### config.mk
export PLATFORM = sky130hd
export DESIGN_NAME = control
export DESIGN_NICKNAME = d
export VERILOG_FILES = /design/src/rtl/control_pkg.sv /design/src/rtl/control.sv
export SDC_FILE = /design/constraint.sdc
export NUM_CORES = 1
export LEC_CHECK = 0
export ABC_AREA = 1
export CORE_AREA = 3 3 40 42
export CTS_CLUSTER_DIAMETER = 30
export DETAILED_ROUTE_END_ITERATION = 10
export DIE_AREA = 0 0 43 45
export HOLD_SLACK_MARGIN = 0.1
export RECOVER_POWER = 50
export SETUP_SLACK_MARGIN = 0.2
export SLEW_MARGIN = 20
export SYNTH_ARGS = -nofsm -noshare
export SYNTH_HDL_FRONTEND = slang
export SYNTH_SLANG_ARGS = --single-unit
### constraint.sdc
create_clock -name Clk -period 3.1 [get_ports Clk]
set_input_delay 0.465 -clock Clk [delete_from_list [all_inputs] [get_ports Clk]]
set_output_delay 0.465 -clock Clk [all_outputs]
set_load 0.02 [all_outputs]
### src/rtl/control_pkg.sv
// -----------------------------------------------------------------------------
// control_pkg
// Shared definitions for the shift-and-add multiplier control FSM.
//   STATE_W : width of the FSM state register (fixed at 2 bits)
//   state_e : FSM states with fixed encodings
//             S0 = idle, S1 = test/shift, S2 = post-add shift, S3 = done
// -----------------------------------------------------------------------------
package control_pkg;

  localparam int STATE_W = 2;

  typedef enum logic [STATE_W-1:0] {
    S0 = 2'b00,
    S1 = 2'b01,
    S2 = 2'b10,
    S3 = 2'b11
  } state_e;

  // Next state after the shift that finishes a multiplier bit: leave for the
  // done state once the counter says this was the last bit.
  function automatic state_e after_shift(input logic last_bit);
    return last_bit ? S3 : S1;
  endfunction

endpackage

### src/rtl/control.sv
// -----------------------------------------------------------------------------
// control
// Sequencing FSM for a sequential shift-and-add multiplier. Each multiplier bit
// costs one cycle (LSB=0: shift only) or two cycles (LSB=1: add, then shift).
//
// Ports
//   Clk   in  : system clock, rising-edge active
//   Reset in  : asynchronous active-high reset, forces state S0
//   K     in  : bit counter terminal flag (current bit is the last one)
//   St    in  : start request
//   M     in  : current multiplier LSB
//   Idle  out : waiting in S0 for St
//   Done  out : multiplication complete (one cycle, S3)
//   Load  out : load operands / clear accumulator
//   Sh    out : shift accumulator/multiplier right by one
//   Ad    out : add multiplicand into upper accumulator
//
// All outputs are Mealy: combinational from the state and St/M/K.
// -----------------------------------------------------------------------------
module control
  import control_pkg::*;
(
  input  logic Clk,
  input  logic Reset,
  input  logic K,
  input  logic St,
  input  logic M,
  output logic Idle,
  output logic Done,
  output logic Load,
  output logic Sh,
  output logic Ad
);

  state_e state;
  state_e state_d;

  // State register
  always_ff @(posedge Clk or posedge Reset) begin
    if (Reset) begin
      state <= S0;
    end else begin
      state <= state_d;
    end
  end

  // Next state and strobes
  always_comb begin
    state_d = state;
    Idle    = 1'b0;
    Done    = 1'b0;
    Load    = 1'b0;
    Sh      = 1'b0;
    Ad      = 1'b0;

    case (state)
      S0: begin
        Idle = 1'b1;
        if (St) begin
          Load    = 1'b1;
          state_d = S1;
        end
      end

      S1: begin
        // A set LSB takes an add cycle first; K only matters on the shift.
        if (M) begin
          Ad      = 1'b1;
          state_d = S2;
        end else begin
          Sh      = 1'b1;
          state_d = after_shift(K);
        end
      end

      S2: begin
        Sh      = 1'b1;
        state_d = after_shift(K);
      end

      S3: begin
        // St is deliberately ignored here so a held start cannot skip Idle.
        Done    = 1'b1;
        state_d = S0;
      end

      default: begin
        state_d = S0;
      end
    endcase
  end

endmodule

# Word-level counts from Yosys, hierarchy flattened
# Index checks and enable logic that the tools add are counted.
# W data, S select, Z words.
# totals
reg_bits	2
in_bits	5
# classes
n_eq_ne	4
mux	12
reduce_logical	1
# ops
cell	count
$pmux W2 S4	1
$mux W1	7
$mux W2	3
$eq A2 B2 Y1 const B	2
$eq A2 B1 Y1 const B	1
$logic_not A2 Y1	1
$ne A2 B2 Y1 const B	1
$pmux W1 S2	1

# Depth between registers and ports, before layout
# depth
ltp_word	3
depth_mapped	6
depth_no_buf	6

# Worst setup path after synthesis
# No wires, ideal clock.
# synth_timing
path_type	reg2out
startpoint	register state[0]
endpoint	output port Sh
t_arrival_ps	1222
required_ps	2635
setup_slack_ps	1413
stages_incl_launch_ff	4
path_buffers	0
path_cell_list	dfrtp_1 > inv_1 > ha_1 > a21boi_0
# synth_via
elab_chain_cells	2
elab_cells_between_ends	3
cone_classes	eq/ne (2); mux (1)
# synth_lines
element	line	source
start: declaration	control.sv:35	state_e state;
start signal: assignment	control.sv:43	state <= state_d;
$eq A2 B2 Y1 / $eq A2 B1 Y1 (equally long branches)	control.sv:56	case (state)
$pmux W1 S2 *	control.sv:56	
end: declaration	control.sv:31	output logic Sh,
# Every way passes the cells marked *; elsewhere a longest branch is shown, timed or not.

# Final worst setup path
# layout_timing
startpoint	register state[1]
endpoint	output port Sh
# The elaborated chain is that of the path after synthesis.

==> flow_summary.toml <==
[worst_setup_path]
worst_path_largest_cell_delay_ps = 620
crit_type = "flip-flop to output port"
critical_path.top_delay_family = "buffers and inverters"
worst-r2r-cell-count = 6
setup.worst_path.end_class = "output port"
cp_data_arrival_time_ps = 1780
ff2ff_setup_slack_ps = 2000
worst-path-buf-inv = 2
worst_ep_required_time_ps = 2630
crit_path_start_kind = "flip-flop"
timing.critical_path.cells = "inv_1 -> ha_1 -> nand2_1 -> a21boi_0 -> clkdlybuf4s50_1"
rr_startpoint = "state[0]$_DFFE_PP0P_"
worst_path_max_delay_cell = "clkdlybuf4s50_1"
crit_fanout = 4
worstReg2RegEnd = "state[1]$_DFFE_PP0P_"

[worst_hold_path]
hold_path.class = "primary input to async pin"

[route]
vias = 209
drt_pass1_iterations = 2
drtIter0Drc = 1
detail-route-antenna-nets = 0
post_drt_via_cell_ratio = 3.48
detail_route.wirelength_um = 407
wire_per_inst_um = 6.78
post-route-drc-count = 0

[cts]
max-clock-path-buffers = 2
clock_insertion_delay_worst_skew_ps = 220
numCtsBuffers = 3
clkSlewWorstSetupHoldPaths_ps = 30
clock_tree_from_tritoncts = "yes"
post_cts_hold_buffer_count = 0
ctsResizeCount = 0
cts-htree-levels = 1
post-cts-setup-buffer-count = 0
ctsRootBufferMaster = "clkbuf_4"
clkSinkCount = 2

[global_routing]
grt_first_pass_wirelength_um = 703
grt_max_degree = 5
grt_overflow_total = 0
grt_use_total_pct = 5.16
antenna_found_initial = 0
via_count_of_the_first_global_routing_pass = 197

[cells_and_area]
largestRegisters = "state x2"
most_common_library_cell_in_the_layout_ignoring_fill_and_taps = "inv_1"
number_of_flip_flops_under_the_largest_register_name = 2
final_core_utilization_pct = 27.2
multiInputGateArea_um2 = 123
regMostFlops = "state"
final_layout_size_suffix_gt1_share_pct = 6.67
area_delta_synth_final_pct = 60.3
most-common-layout-cells = "inv_1 (12), nand2_1 (11), clkdlybuf4s50_1 (8)"
ff_latch_area_um2 = 50.0
layout.filler_cells = 146
antennaDiodeCount = 0
nets = 57

[run_status]
outcome = "completed"

[synthesis]
postSynthNetCount = 43
ys_seq_area_share_pct = 23.0
ys_seq_elements = 2
yosys_warnings = 0
post_synth_inst_count = 33
synth_top_cell_area_share_pct = 28.7
post_synthesis_cell_area_um2 = 218
synth_largest_area_cell = "ha_1"
post_synth.cell_area_avg_um2 = 6.60
yosys-top-cells-area = "ha_1 (29%), dfrtp_1 (23%), inv_1 (21%)"
yosys.cell_types.count = 7

[timing]
period_needed_ps = 2250
maxSlewViolCount = 0
postLayoutSetupSlackWorst_ps = 852
grt_setup_unrepaired = "no"
setup_viol_count_final = 0
tightestPinTransition_ps = 222
timing.setup.tns_ps = 0
layout_worst_path_cycle_share_pct = 72.5
hold_slack_ps = 530
timing.fmax_mhz = 445
timing.final.hold_violations = 0
slew-limit-headroom_pct = 85.1
clock_skew_ps = 0.110

[floorplan]
i_o_pin_count = 10
rows = 13
design.die.area_um2 = 1940
die_w_um = 43
die_height_um = 45
floorplan.core_area_um2 = 1280
initial_utilization_pct = 16.9

[pwr]
p_sw_share_pct = 45.1
vdd_ir_drop_max_v = 0.000261
internal_power_uw = 183
p_comb_share_pct = 66.8
power_frac_seq_pct = 16.4
leakagePower_nw = 0.212
power_frac_clock_pct = 16.8
power_switching_uw = 151
pwr_density_nw_per_um2 = 956

[placement]
place.gp.congestion = 0.603
worst_setup_slack_before_clock_tree_synthesis_ps = 860
port-buffer-count = 9

[run]
cap_viol_max_count = 0
-- synth_stat cells, drive strengths merged --
cell type,instances
a21boi,1
dfrtp,2
ha,5
inv,12
nand2,11
nand3,1
nand4,1
-- per-layer routing --
layer	wire (um)	up-vias	part of all wire (%)	global-route usage (%)
li1	-	117	-	-
met1	212	85	52	5.78
met2	158	7	39	6.89
met3	36	0	8.8	3.59
met4	0	0	0	3.61
met5	0	-	0	0
-- stage by stage --
stage	instances	instance area (um2)	power, mW
2_1_floorplan	33	218	0.197
3_3_place_gp	57	327	0.280
3_5_place_dp	57	327	0.282
4_1_cts	60	349	0.344
5_1_grt	60	349	0.375
6_report	60	349	0.334
-- cell type report --
| cell class | instances | share of cell area (%) |
|---|---|---|
| Tap cell | 15 | 5.38 |
| Clock buffer | 3 | 6.45 |
| Timing Repair Buffer | 9 | 25.8 |
| Inverter | 12 | 12.9 |
| Sequential cell | 2 | 14.3 |
| Multi-Input combinational cell | 19 | 35.1 |
-- how the worst max path moves through the flow --
| stage | end | slack, ps | from | cells after the start |
|---|---|---|---|---|
| after floorplan | Sh | 1410 | state[0]$_DFFE_PP0P_ | 3 |
| after global placement | Sh | 860 | M | 5 |
| after detailed placement | Sh | 860 | M | 5 |
| after CTS | Sh | 830 | state[0]$_DFFE_PP0P_ | 4 |
| after global routing | Sh | 740 | state[1]$_DFFE_PP0P_ | 5 |
| final | Sh | 850 | state[1]$_DFFE_PP0P_ | 5 |
-- logic make-up (layout without fill, tap and decap cells) --
| group | after synthesis | in the layout | synth area share [%] |
|---|---|---|---|
| AO/OA/AOI/OAI | 1 | 1 | 3.45 |
| adder cells (fa/ha/maj) | 5 | 5 | 28.7 |
| buffers and inverters | 12 | 24 | 20.7 |
| flip-flops | 2 | 2 | 23.0 |
| AND/OR/NAND/NOR | 13 | 13 | 24.1 |
-- power groups by stage --
stage               registers [mW]  clock network, mW  logic, mW
floorplan                   0.0517                  0      0.145
global placement            0.0549                  0      0.225
detailed placement          0.0554                  0      0.227
CTS                         0.0550             0.0603      0.229
global route                0.0578             0.0646      0.253
finish                      0.0546             0.0561      0.223
-- worst register-to-register path, cell delays in order, from the launching register on --
cell and delay [ps]:
dfrtp_1 380, inv_1 100, ha_1 230, nand2_1 110
inv_1 60, nand2_1 50, nand2_1 50
No activity file was read; power rests on OpenSTA's default activity.
